File: src/rtl/instr_feeder.sv
// rtl/instr_feeder.sv - program sequencer driving DIN/Run of the 9-bit multicycle processor
// Optional single-step mode: define FEEDER_SINGLE_STEP_EN to add the Step input and STEP state.
module instr_feeder #(
  parameter int ADDR_W = 5,
  parameter int WORD_W = 9
) (
  input  logic              Clock,
  input  logic              Resetn,
  input  logic              Start,
  input  logic [ADDR_W-1:0] LastAddr,
  input  logic              WrEn,
  input  logic [ADDR_W-1:0] WrAddr,
  input  logic [WORD_W-1:0] WrData,
  input  logic              ProcDone,
`ifdef FEEDER_SINGLE_STEP_EN
  input  logic              Step,
`endif
  output logic [WORD_W-1:0] DOUT,
  output logic              Run,
  output logic              Busy,
  output logic              Halted,
  output logic [7:0]        InstrCount
);

  localparam int DEPTH = 1 << ADDR_W;
  localparam logic [2:0] OP_MVI = 3'b001;

  typedef enum logic [2:0] {
    S_IDLE  = 3'd0,
    S_ISSUE = 3'd1,
    S_DATA  = 3'd2,
`ifdef FEEDER_SINGLE_STEP_EN
    S_STEP  = 3'd4,
`endif
    S_WAIT  = 3'd3
  } state_t;

  state_t state, state_next;

  logic [WORD_W-1:0] mem [0:DEPTH-1];
  logic [ADDR_W-1:0] pc;
  logic [ADDR_W-1:0] pc_plus1;
  logic [WORD_W-1:0] cur_word;
  logic              is_mvi;
  logic [ADDR_W:0]   len_w;
  logic [ADDR_W:0]   pc_sum;
  logic              halt;
  logic              complete;
  logic              start_ok;

  // Memory is frozen while busy, so mem[pc] still identifies the current instruction in DATA/WAIT.
  assign cur_word = mem[pc];
  assign is_mvi   = (cur_word[WORD_W-1 -: 3] == OP_MVI);
  assign pc_plus1 = pc + ADDR_W'(1);
  assign len_w    = is_mvi ? (ADDR_W+1)'(2) : (ADDR_W+1)'(1);
  assign pc_sum   = {1'b0, pc} + len_w;
  assign halt     = (pc_sum > {1'b0, LastAddr});
  assign start_ok = (state == S_IDLE) && Start;

  always_ff @(posedge Clock) begin
    if (state == S_IDLE && WrEn) begin
      mem[WrAddr] <= WrData;
    end
  end

  always_ff @(posedge Clock or negedge Resetn) begin
    if (!Resetn) begin
      state <= S_IDLE;
    end else begin
      state <= state_next;
    end
  end

  always_comb begin
    state_next = state;
    Run        = 1'b0;
    DOUT       = '0;
    Busy       = 1'b1;
    complete   = 1'b0;
    case (state)
      S_IDLE: begin
        Busy = 1'b0;
        if (Start) state_next = S_ISSUE;
      end
      S_ISSUE: begin
        Run        = 1'b1;
        DOUT       = cur_word;
        state_next = is_mvi ? S_DATA : S_WAIT;
      end
      S_DATA: begin
        DOUT = mem[pc_plus1];
        if (ProcDone) complete = 1'b1;
        else          state_next = S_WAIT;
      end
      S_WAIT: begin
        if (ProcDone) complete = 1'b1;
      end
`ifdef FEEDER_SINGLE_STEP_EN
      S_STEP: begin
        if (Step) state_next = S_ISSUE;
      end
`endif
      default: begin
        state_next = S_IDLE;
      end
    endcase
    if (complete) begin
`ifdef FEEDER_SINGLE_STEP_EN
      state_next = halt ? S_IDLE : S_STEP;
`else
      state_next = halt ? S_IDLE : S_ISSUE;
`endif
    end
  end

  always_ff @(posedge Clock or negedge Resetn) begin
    if (!Resetn) begin
      pc         <= '0;
      InstrCount <= '0;
      Halted     <= 1'b0;
    end else if (start_ok) begin
      pc         <= '0;
      InstrCount <= '0;
      Halted     <= 1'b0;
    end else if (complete) begin
      pc         <= pc_sum[ADDR_W-1:0];
      InstrCount <= InstrCount + 8'd1;
      if (halt) Halted <= 1'b1;
    end
  end

endmodule

File: config.mk
export PLATFORM = sky130hd
export DESIGN_NAME = instr_feeder
export DESIGN_NICKNAME = d
export VERILOG_FILES = /design/src/rtl/instr_feeder.sv
export SDC_FILE = /design/constraint.sdc
export NUM_CORES = 1
export LEC_CHECK = 0
export CORE_MARGIN = 4
export CORE_UTILIZATION = 50
export CTS_CLUSTER_DIAMETER = 120
export DETAILED_ROUTE_END_ITERATION = 12
export PLACE_DENSITY = 0.72
export SETUP_SLACK_MARGIN = 0.02
export SLEW_MARGIN = 20
export SYNTH_ARGS = -nofsm -noshare
export SYNTH_HDL_FRONTEND = slang
export SYNTH_SLANG_ARGS = --single-unit
File: constraint.sdc
create_clock -name Clock -period 3.6 [get_ports Clock]
set_input_delay 0.54 -clock Clock [delete_from_list [all_inputs] [get_ports Clock]]
set_output_delay 0.54 -clock Clock [all_outputs]
set_load 0.02 [all_outputs]
==> key figures, run 1 <==
Outcome
  • Status: finished with violations
  • Failing checks: negative setup slack

Clocking
  • CTS tree: done
  • Maximum buffer depth of the clock tree: 3
  • Total CTS buffers: 30
  • H-tree Lvls: 1
  • Clk slew on worst S/H paths: 70 ps
  • CTS root buf: clkbuf_16
  • Clk Latency, worst-skew pair: 560 ps
  • # clock sinks: 304

Drt
  • Routed wire length per instance: 27.2 microns
  • Vias/cell: 6.43
  • Final ANT Viol Nets: 0
  • Final WL: 39,000 microns
  • First-pass detailed-route iteration total: 5
  • Drt initial violations: 1,220
  • Via count: 9,242
  • DRC viols: 0

Cells and area
  • Final Util: 61.9%
  • Area delta synth->final: 21.0%
  • Filler cells: 2,043
  • N_diodes: 0
  • Final #Nets: 1,068
  • Multi-input logic area: 5670 sq um
  • Reg area: 9060 sq um
  • Layout cell share with drive strength beyond 1: 35.3%

Critical path
  • Worst path max stage delay: 540 ps
  • Most used cell, CP: inv_2
  • CP Launch Type: register
  • Cell Chain, Critical Path: buf_12 > buf_4 > mux2i_1 > a22oi_1 > nand4_1 > o21ai_0 > nor3b_1 > nand2_1 > ha_2 > inv_2 > fa_1 > inv_2 > ha_4 > nor2b_4 > o21a_1 > o21ai_1 > a21o_1 > a21oi_2 > a2bb2oi_1
  • Crit-path slowest cell: dfrtp_4
  • Setup crit end kind: register
  • Critical Path AT: 4260 ps
  • Crit path max fanout: 9
  • Setup CP Type: register to register
  • CP required: 4080 ps

Place
  • Number of port buffers: 43
  • Gpl congestion: 0.936
  • HPWL Detailed: 25,400 microns
  • Setup slack at placement: -138 ps

Floorplanning
  • Initial Util: 51.2%
  • Core area: 29,000 sq um
  • Die W: 180 microns
  • Top Ports: 44
  • Die area: 32,500 sq um
  • Die height: 180 microns
  • Core Rows: 62

Power and ir drop
  • Pwr dens: 764 nW/um^2
  • VDD IR max: 0.379 mV
  • Leak Pwr: 6.02 nW

Synthesis
  • Mapped Nets: 923
  • Syn Inst Count: 885
  • Area contributors post-synth: edfxtp_1, mux4_2, nor2_1, dfrtp_1, mux4_1
  • EDFF count, synth: 288
  • Main synth FF type: edfxtp_1
  • Synth Area per Inst: 16.8 sq um
  • Post-synth ARST share: 5.26%
  • Ys Warns: 0
  • Mapped cell area: 14,800 sq um
  • Cell taking the most area after synthesis: edfxtp_1
  • Yosys reg bits: 304
  • Area share of the largest cell type after synthesis: 58.2%
  • Seq/Total Area, Yosys: 60.9%
  • Cell variety after synth: 52

Timing
  • Slew Viols, Final: 0
  • Min Clock Period, post-route: 3790 ps
  • # setup viols final: 2
  • Final hold violations: 0
  • Max Fclk: 264 MHz
  • Clk_skew: 8.25 ps
  • Worst rel slew slack: 26.3%
  • Final worst slack: -187 ps
  • Worst-margin pin slew: 1100 ps
  • RSZ-0062 raised after global routing: yes
  • Final period util: 105%

Global route
  • Via count of the first global-routing pass: 9,350
  • GRT overflow: 0
  • Initial antenna violation count: 2
  • Largest net degree at the start of global routing: 33
  • Overall Global Routing Usage: 23.6%
  • Global-route wire length before repair: 58,000 microns

Job
  • Max Cap Violations: 0

Hold path
  • Worst min path class: input port to async pin
## worst paths after layout
kind | cells after the start | to | slack [ps] | start
min in group Clock | 1 | mem[31][6] | 510 | WrData[6]
hold / removal | 1 | InstrCount[2] | 450 | Resetn
setup reg to reg | 19 | Halted | -190 | pc[0]
hold reg to reg | 2 | InstrCount[7] | 570 | InstrCount[7]
setup / recovery | 19 | Halted | -190 | pc[0]
max in group asynchronous | 1 | pc[0] | 2550 | Resetn
## power breakdown
part           total [W]  switching (W)  internal [W]  leakage [nW]
clock network    0.00325        0.00133       0.00192         0.504
logic            0.00643        0.00309       0.00334          2.71
registers        0.00405      0.0000932       0.00396          2.80
## layout by cell type (no fill, tap or decap), types with 7 or more instances in the layout
master and count:
nand2_1 59, mux4_1 12, inv_1 11, buf_12 21
o22ai_2 8, nand4_1 7, edfxtp_1 288, buf_4 95
buf_2 9, clkdlybuf4s50_1 27, a21oi_1 8, a22oi_1 8
ha_1 10, mux2i_1 26, nor2_1 104, nand3_1 41
dfrtp_1 13, clkbuf_16 33, nor2_2 7, buf_6 8
mux4_2 134, clkinv_2 8, xnor2_1 7
## timing repair
item,CTS,global route
hold buffers,0,0
resized for setup,77,32
buffers inserted,12,6
pin swaps,13,11
setup endpoints to repair,11,10
cloned,2,2
## final cells by class
class | count | area share, %
multi-input cells | 513 | 31.5
flip-flops and latches | 304 | 50.4
repair buffers | 167 | 9.41
clock inverters | 21 | 1.30
inverters | 14 | 0.292
well taps | 384 | 2.67
clock buffers | 34 | 4.38
## synthesized netlist by cell type, drive strengths merged, types with 2 or more instances
cell type / n
inv: 14
nor2: 111
nand4: 7
o22ai: 11
nor3: 2
edfxtp: 288
mux2i: 27
o21ai: 13
buf: 37
o31ai: 4
nand3: 44
and2: 3
xnor2: 8
and3: 3
dfrtp: 16
nand2: 60
a21oi: 10
o21a: 2
a2bb2oi: 2
or3: 4
mux4: 146
a21o: 3
nor2b: 6
clkbuf: 17
a22oi: 12
a211oi: 2
xor2: 6
ha: 13
nand3b: 4
## through the flow
stage	std cells	power, W	setup TNS [ps]	hold WS (ps)	area (sq um)
after detailed placement	1361	0.00963	-252	547	16400
after floorplan	885	0.00769	-0.782	244	14900
after global placement	1361	0.00958	-154	528	16400
after CTS	1430	0.0134	-311	460	17800
after global routing	1437	0.0143	-727	511	18000
final	1437	0.0137	-370	452	18000
## worst max-delay path, delay by kind of cell, from the launching register on
kind,cells,cell delay [ps]
simple gates,4,580
flops,1,540
fa+ha+maj,3,1000
compound gates,7,1070
mux,1,110
buf+inv,4,410
## cells by family (layout without fill, tap and decap cells)
family	count (synthesis)	after routing	synth area share [%]
compound gates	63	63	2.87
xor+xnor	14	14	0.927
fa+ha+maj	14	14	1.23
buf+inv	68	236	2.40
flops	304	304	60.9
mux	174	174	24.4
simple gates	248	248	7.26
## per-layer routing
metal	part of all wire (%)	vias to the layer above	routed length, microns	GRT usage (%)
met5	0.041	-	16	0
met4	3.0	4	1180	6.81
met3	10	99	3950	4.30
met2	49	524	19000	38.2
met1	38	4733	14900	33.4
li1	-	3882	-	-
## state kept, by name, summed over array words and instances, names as in the netlist
| signal | count |
|---|---|
| mem | 288 |
| Halted | 1 |
| pc | 5 |
| state | 2 |
| InstrCount | 8 |
No activity file was read; power rests on OpenSTA's default activity.
==> run 2, diff against run 1 <==
- GPL_TIMING_DRIVEN: unset -> 0
==> run 2 against run 1 <==
The flow still finishes with violations (negative setup slack). Largest power group unchanged. Non-clock buffer count down 31. Critical path type unchanged. Sequential cell count unchanged. Clock power down 5%. Wire length up 8.1%. Via count up 1.6%. Combinational power up 2%. Die area unchanged. Clock skew up 16 ps. Fmax down 5.2%. Critical endpoint is now state[0]. Critical path depth down 3.
==> key figures, run 2 (same netlist as run 1, synthesis figures left out) <==
Cells and area
  • Final #Nets: 1,039 (was 1,068)
  • Largest register FFs: 288 (unchanged)
  • Layout cell share with drive strength beyond 1: 34.2% (was 35.3%)
  • Commonest non-fill, non-tap cells in the layout: edfxtp_1, mux4_2, nor2_1 (unchanged)
  • Final Util: 61.0% (was 61.9%)
  • Largest Register: mem (unchanged)
  • Area delta synth->final: 19.2% (was 21.0%)
  • Regs by FF count: mem x288, InstrCount x8, pc x5 (unchanged)
  • Most common cell after layout, fill and taps aside: edfxtp_1 (unchanged)
  • Filler cells: 2,059 (was 2,043)
  • Finished Cell Area: 17,700 sq um (was 18,000 sq um)
  • N_diodes: 0 (unchanged)

Critical path
  • R2r setup slk: -400 ps (was -190 ps)
  • R2R depth: 16 (was 19)
  • Cell Chain, Critical Path: buf_12 > mux4_2 > mux4_2 > mux2i_4 > nand2_2 > ha_4 > inv_2 > fa_2 > inv_2 > ha_4 > nor2b_4 > o21a_1 > o21ai_1 > a21o_1 > a21oi_2 > a311oi_1 (was buf_12 > buf_4 > mux2i_1 > a22oi_1 > nand4_1 > o21ai_0 > nor3b_1 > nand2_1 > ha_2 > inv_2 > fa_1 > inv_2 > ha_4 > nor2b_4 > o21a_1 > o21ai_1 > a21o_1 > a21oi_2 > a2bb2oi_1)
  • Worst path max stage delay: 540 ps (about the same)
  • Delay-heaviest family, CP: multiplexers (was compound AO/OA/AOI/OAI gates)
  • Reg-to-Reg Start: pc[4] (was pc[0])
  • Number of buffers and inverters on the critical path: 3 (was 4)
  • Crit-path slowest cell: mux4_2 (was dfrtp_4)
  • Crit path max fanout: 5 (was 9)
  • CP required: 4050 ps (was 4080 ps)
  • CP Launch Point: pc[4] (was pc[0])
  • Setup CP Type: register to register (unchanged)
  • Setup crit end kind: register (unchanged)
  • CP Launch Type: register (unchanged)
  • Reg2reg end: state[0] (was Halted)
  • Critical Path AT: 4450 ps (was 4260 ps)

Clocking
  • CTS tree: done (unchanged)
  • H-tree Lvls: 1 (unchanged)
  • Maximum buffer depth of the clock tree: 3 (unchanged)
  • Number of hold buffers added after CTS: 0 (unchanged)
  • Total CTS buffers: 31 (was 30)
  • Clk slew on worst S/H paths: 60 ps (was 70 ps)
  • Clk Latency, worst-skew pair: 570 ps (was 560 ps)
  • CTS root buf: clkbuf_16 (unchanged)
  • # clock sinks: 304 (unchanged)

Floorplanning
  • Core area: 29,000 sq um (unchanged)
  • Core Rows: 62 (unchanged)
  • Top Ports: 44 (unchanged)
  • Initial Util: 51.2% (unchanged)
  • Die height: 180 microns (unchanged)
  • Die W: 180 microns (unchanged)
  • Die area: 32,500 sq um (unchanged)

Drt
  • Drt initial violations: 1,402 (was 1,220)
  • Final ANT Viol Nets: 0 (unchanged)
  • Routed wire length per instance: 29.9 microns (was 27.2 microns)
  • DRC viols: 0 (unchanged)
  • Final WL: 42,200 microns (was 39,000 microns)
  • Vias/cell: 6.66 (was 6.43)
  • Via count: 9,388 (was 9,242)
  • First-pass detailed-route iteration total: 6 (was 5)

Timing
  • Max Fclk: 250 MHz (was 264 MHz)
  • Min Clock Period, post-route: 4000 ps (was 3790 ps)
  • Final hold violations: 0 (unchanged)
  • Final period util: 111% (was 105%)
  • Slew Viols, Final: 0 (unchanged)
  • # setup viols final: 5 (was 2)
  • Final worst slack: -396 ps (was -187 ps)
  • RSZ-0062 raised after global routing: yes (unchanged)
  • Worst-margin pin slew: 1140 ps (was 1100 ps)
  • Worst rel slew slack: 23.7% (was 26.3%)
  • Clk_skew: 24.2 ps (was 8.25 ps)

Power and ir drop
  • Sequential share of power: 29.5% (about the same)
  • Sw frac: 35.6% (was 32.8%)
  • Leak Pwr: 5.78 nW (was 6.02 nW)
  • Power share of the clock group: 22.5% (was 23.7%)
  • Pwr dens: 772 nW/um^2 (was 764 nW/um^2)
  • Comb power frac: 48.0% (was 46.8%)
  • Total power: 0.0137 W (about the same)
  • Sw Pwr: 0.00486 W (was 0.00451 W)
  • Int Pwr: 0.00880 W (was 0.00922 W)
  • VDD IR max: 0.439 mV (was 0.379 mV)

Global route
  • Overall Global Routing Usage: 25.1% (was 23.6%)
  • GRT overflow: 0 (unchanged)
  • Global-route wire length before repair: 60,300 microns (was 58,000 microns)
  • Largest net degree at the start of global routing: 33 (unchanged)
  • Initial antenna violation count: 0 (was 2)
  • Via count of the first global-routing pass: 9,062 (was 9,350)

Outcome
  • Failing checks: negative setup slack (unchanged)
  • Status: finished with violations (unchanged)

Place
  • Number of port buffers: 43 (unchanged)
  • HPWL Detailed: 27,000 microns (was 25,400 microns)
  • Placed cell area: 15,700 sq um (was 16,400 sq um)
  • Gpl congestion: 0.962 (was 0.936)

Hold path
  • Worst min path class: input port to async pin (unchanged)

Job
  • Max Cap Violations: 0 (unchanged)
[run 2: cell count changes in the layout (fill, tap and decap cells not counted), moves of 5 or more]
cell      change
mux4_1        -8
buf_2        +10
mux2i_1       -6
clkbuf_1      +7
mux4_2        +8
buf_4        -55
mux2i_4       +5
[run 2: metrics by stage]
step	hold slack, ps	std cells	setup TNS [ps]	setup slack [ps]
floorplan	244	885	-0.782	-0.782
detailed placement	541	1312	-7430	-1010
global route	489	1409	-1280	-492
CTS	432	1390	-701	-326
global placement	519	1312	-6960	-929
finish	426	1409	-800	-396
[run 2: power groups by stage]
stage	clock network, W	registers [W]	logic, W
2_1_floorplan	0	0.00410	0.00359
3_3_place_gp	0	0.00410	0.00522
3_5_place_dp	0	0.00410	0.00525
4_1_cts	0.00309	0.00402	0.00591
5_1_grt	0.00326	0.00403	0.00686
6_report	0.00308	0.00403	0.00656
[run 2: worst register-to-register path, delay by kind of cell (launching register included)]
kind            cells  cell delay [ps]
flops               1              480
fa+ha+maj           3              830
mux                 3             1310
buf+inv             3              310
compound gates      5              720
simple gates        2              240
[run 2: worst max-delay path by stage]
stage | endpoint | slack, ps | cells past startpoint
2_1_floorplan | state[0] | -0.8 | 16
4_1_cts | state[0] | -330 | 16
6_report | state[0] | -400 | 16
3_3_place_gp | state[0] | -930 | 20
3_5_place_dp | state[0] | -1010 | 20
5_1_grt | state[0] | -490 | 16
[run 2: final cells by class]
class                   count  area, sq um  share of cell area (%)
repair buffers             84          870                    4.91
flip-flops and latches    304         9050                    51.2
multi-input cells         514         5750                    32.5
clock buffers              37          798                    4.51
plain buffers              52          526                    2.97
clock inverters            20          163                   0.919
well taps                 384          480                    2.71
inverters                  14         56.3                   0.318
[run 2: metal layers]
layer | routed length [microns] | vias to the layer above | track usage, %
met5 | 0 | - | 0
met4 | 1310 | 0 | 7.80
met3 | 5610 | 89 | 6.76
met2 | 19200 | 710 | 37.3
met1 | 16000 | 4764 | 36.9
li1 | - | 3825 | -
[run 2: what timing repair did]
item                       in CTS  in global routing
setup endpoints to repair      15                 11
pin swaps                      12                 14
gates cloned                    2                  2
setup buffers                  20                 19
resized for setup             150                 61
==> run 3, diff against run 2 <==
- CORE_UTILIZATION: 50 -> 45
- GPL_ROUTABILITY_DRIVEN: unset -> 1
- PLACE_DENSITY: 0.72 -> 0.67
- SETUP_SLACK_MARGIN: 0.02 -> 0.4
==> run 3 against run 2 <==
The run still ends with negative setup slack left. Fmax rose by 0.84%. Count of clock-buffer cells in the layout is 4 lower. Critical path depth rose by 4. Hold slack better by 7.2 ps. Clock skew shrank 9.2 ps. Non-clock buffer count shrank 12. Wire length is 2.5% higher. Critical path type unchanged. Core utilization down 6.2 points. Final area increased by 0.70%. Via count increased by 0.16%. Register-to-register slack improved by 30 ps. Sequential power about the same. Critical endpoint unchanged.
==> key figures, run 3 (same netlist as run 1, synthesis figures left out) <==
Critical path
  • Worst path max stage delay: 500 ps (was 540 ps)
  • Setup crit end kind: register (unchanged)
  • Number of buffers and inverters on the critical path: 5 (was 3)
  • CP required: 4060 ps (was 4050 ps)
  • Delay-heaviest family, CP: simple AND/OR/NAND/NOR gates (was multiplexers)
  • Setup CP Type: register to register (unchanged)
  • Cell Chain, Critical Path: buf_12 > buf_12 > buf_12 > nor2b_2 > a22oi_2 > nand3_1 > nand4_1 > nor3b_4 > nand2_2 > ha_4 > inv_2 > fa_2 > inv_2 > ha_4 > nor2b_1 > o21a_1 > o21ai_1 > a21o_1 > a21oi_4 > a311oi_2 (was buf_12 > mux4_2 > mux4_2 > mux2i_4 > nand2_2 > ha_4 > inv_2 > fa_2 > inv_2 > ha_4 > nor2b_4 > o21a_1 > o21ai_1 > a21o_1 > a21oi_2 > a311oi_1)
  • Crit path max fanout: 10 (was 5)
  • Critical Path AT: 4430 ps (was 4450 ps)
  • CP Launch Type: register (unchanged)
  • Crit-path slowest cell: dfrtp_2 (was mux4_2)
  • Most used cell, CP: buf_12

Drt
  • Final ANT Viol Nets: 0 (unchanged)
  • Drt initial violations: 1,296 (was 1,402)
  • Via count: 9,403 (was 9,388)
  • DRC viols: 0 (unchanged)
  • Final WL: 43,200 microns (was 42,200 microns)
  • Routed wire length per instance: 29.8 microns (was 29.9 microns)
  • Vias/cell: 6.48 (was 6.66)
  • First-pass detailed-route iteration total: 7 (was 6)

Power and ir drop
  • Sw Pwr: 0.00497 W (was 0.00486 W)
  • Int Pwr: 0.00920 W (was 0.00880 W)
  • Comb power frac: 47.5% (was 48.0%)
  • Sequential share of power: 28.5% (was 29.5%)
  • Total power: 0.0142 W (was 0.0137 W)
  • VDD IR max: 0.397 mV (was 0.439 mV)
  • Pwr dens: 795 nW/um^2 (was 772 nW/um^2)
  • Power share of the clock group: 24.1% (was 22.5%)
  • Sw frac: 35.1% (was 35.6%)
  • Leak Pwr: 5.76 nW (was 5.78 nW)

Global route
  • Largest net degree at the start of global routing: 33 (unchanged)
  • Busiest layer in global routing: met2 (unchanged)
  • GR Layer Usage met2: 34.6% (was 37.3%)
  • Initial antenna violation count: 0 (unchanged)
  • Met3 Usage GRT: 7.01% (was 6.76%)
  • GRT met1 Usage: 34.5% (was 36.9%)
  • Via count of the first global-routing pass: 9,176 (was 9,062)
  • Overall Global Routing Usage: 23.7% (was 25.1%)
  • Global-route wire length before repair: 62,500 microns (was 60,300 microns)
  • GRT overflow: 0 (unchanged)

Clocking
  • # clock sinks: 304 (unchanged)
  • CTS root buf: clkbuf_16 (unchanged)
  • CTS tree: done (unchanged)
  • H-tree Lvls: 1 (unchanged)
  • Clk slew on worst S/H paths: 70 ps (was 60 ps)
  • Clk Latency, worst-skew pair: 570 ps (about the same)
  • Total CTS buffers: 30 (was 31)
  • Maximum buffer depth of the clock tree: 3 (unchanged)

Timing
  • Worst-margin pin slew: 1200 ps (was 1140 ps)
  • Clk_skew: 15.0 ps (was 24.2 ps)
  • # setup viols final: 7 (was 5)
  • RSZ-0062 raised after global routing: yes (unchanged)
  • Min Clock Period, post-route: 3960 ps (was 4000 ps)
  • Final hold violations: 0 (unchanged)
  • Max Fclk: 252 MHz (was 250 MHz)
  • Worst rel slew slack: 19.7% (was 23.7%)
  • Final worst slack: -363 ps (was -396 ps)
  • Slew Viols, Final: 0 (unchanged)
  • Final period util: 110% (was 111%)

Job
  • Max Cap Violations: 0 (unchanged)

Cells and area
  • Largest register FFs: 288 (unchanged)
  • N_diodes: 0 (unchanged)
  • Final #Nets: 1,025 (was 1,039)
  • Regs by FF count: mem x288, InstrCount x8, pc x5 (unchanged)
  • Largest Register: mem (unchanged)
  • Fin cells: 1,452 (was 1,409)
  • Filler cells: 2,513 (was 2,059)
  • Most common cell after layout, fill and taps aside: edfxtp_1 (unchanged)
  • Layout cell share with drive strength beyond 1: 34.5% (was 34.2%)
  • Area delta synth->final: 20.0% (was 19.2%)
  • Commonest non-fill, non-tap cells in the layout: edfxtp_1, mux4_2, nor2_1 (unchanged)

Place
  • HPWL Detailed: 28,300 microns (was 27,000 microns)
  • Number of port buffers: 43 (unchanged)
  • Placed cells: 1,370 (was 1,312)
  • Gpl congestion: 0.983 (was 0.962)

Outcome
  • Status: finished with violations (unchanged)
  • Failing checks: negative setup slack (unchanged)

Floorplanning
  • Die W: 190 microns (was 180 microns)
  • Core Rows: 66 (was 62)
  • Die height: 190 microns (was 180 microns)
  • Initial Util: 45.6% (was 51.2%)
  • Top Ports: 44 (unchanged)
  • Core area: 32,500 sq um (was 29,000 sq um)
  • Die area: 36,000 sq um (was 32,500 sq um)

Hold path
  • Worst min path class: input port to async pin (unchanged)
run 3: repair_timing:
action | 4_1_cts | 5_1_grt
cloned | 0 | 1
pin swaps | 10 | 14
gates resized for setup | 160 | 90
hold buffers | 0 | 0
endpoints found under the setup margin | 15 | 14
buffers inserted | 20 | 6
run 3: path summary, 6_finish.rpt:
check / start / endpoint / slack [ps] / depth (start not counted)
max in group asynchronous: Resetn / pc[1] / 2620 / 1
max: pc[1] / state[0] / -360 / 20
min in group Clock: Halted / Halted / 530 / 1
min: Resetn / InstrCount[0] / 430 / 1
max reg2reg: pc[1] / state[0] / -360 / 20
min reg2reg: Halted / Halted / 530 / 1
run 3: layer usage:
metal	vias to the layer above	share of wire, %
met5	-	0
met4	0	3.5
met3	97	12
met2	625	45
met1	4894	40
li1	3787	-
run 3: worst reg2reg max path, delay by kind of cell (launching register included):
kind,cells,cell delay [ps]
compound gates,6,920
fa+ha+maj,3,830
buf+inv,5,590
flops,1,500
simple gates,6,1020
run 3: metrics by stage:
step                      TNS, ps  worst slack, ps  hold slack, ps  util (%)  area, sq um
after detailed placement    -7990             -884             538      48.6        15800
final                        -889             -363             433      54.8        17800
after global routing        -1120             -417             497      54.8        17800
after floorplan                 0             3.58             244         -        14900
after CTS                   -1230             -293             463      53.7        17500
after global placement      -7650             -833             527      48.7        15800
run 3: area by class of cell:
type                            instances  area (sq um)  area share (%)
Clock buffer                           33           783            4.40
Multi-Input combinational cell        513          5750            32.3
Inverter                               14          52.6           0.295
Tap cell                              442           553            3.10
Timing Repair Buffer                   70           691            3.88
Sequential cell                       304          9050            50.8
Clock inverter                         22           284            1.59
Buffer                                 54           652            3.66
run 3: power by group through the flow:
stage	logic [W]	clock network [W]	registers, W
global route	0.00704	0.00357	0.00404
CTS	0.00609	0.00341	0.00403
finish	0.00673	0.00341	0.00403
floorplan	0.00359	0	0.00410
global placement	0.00532	0	0.00410
detailed placement	0.00536	0	0.00410
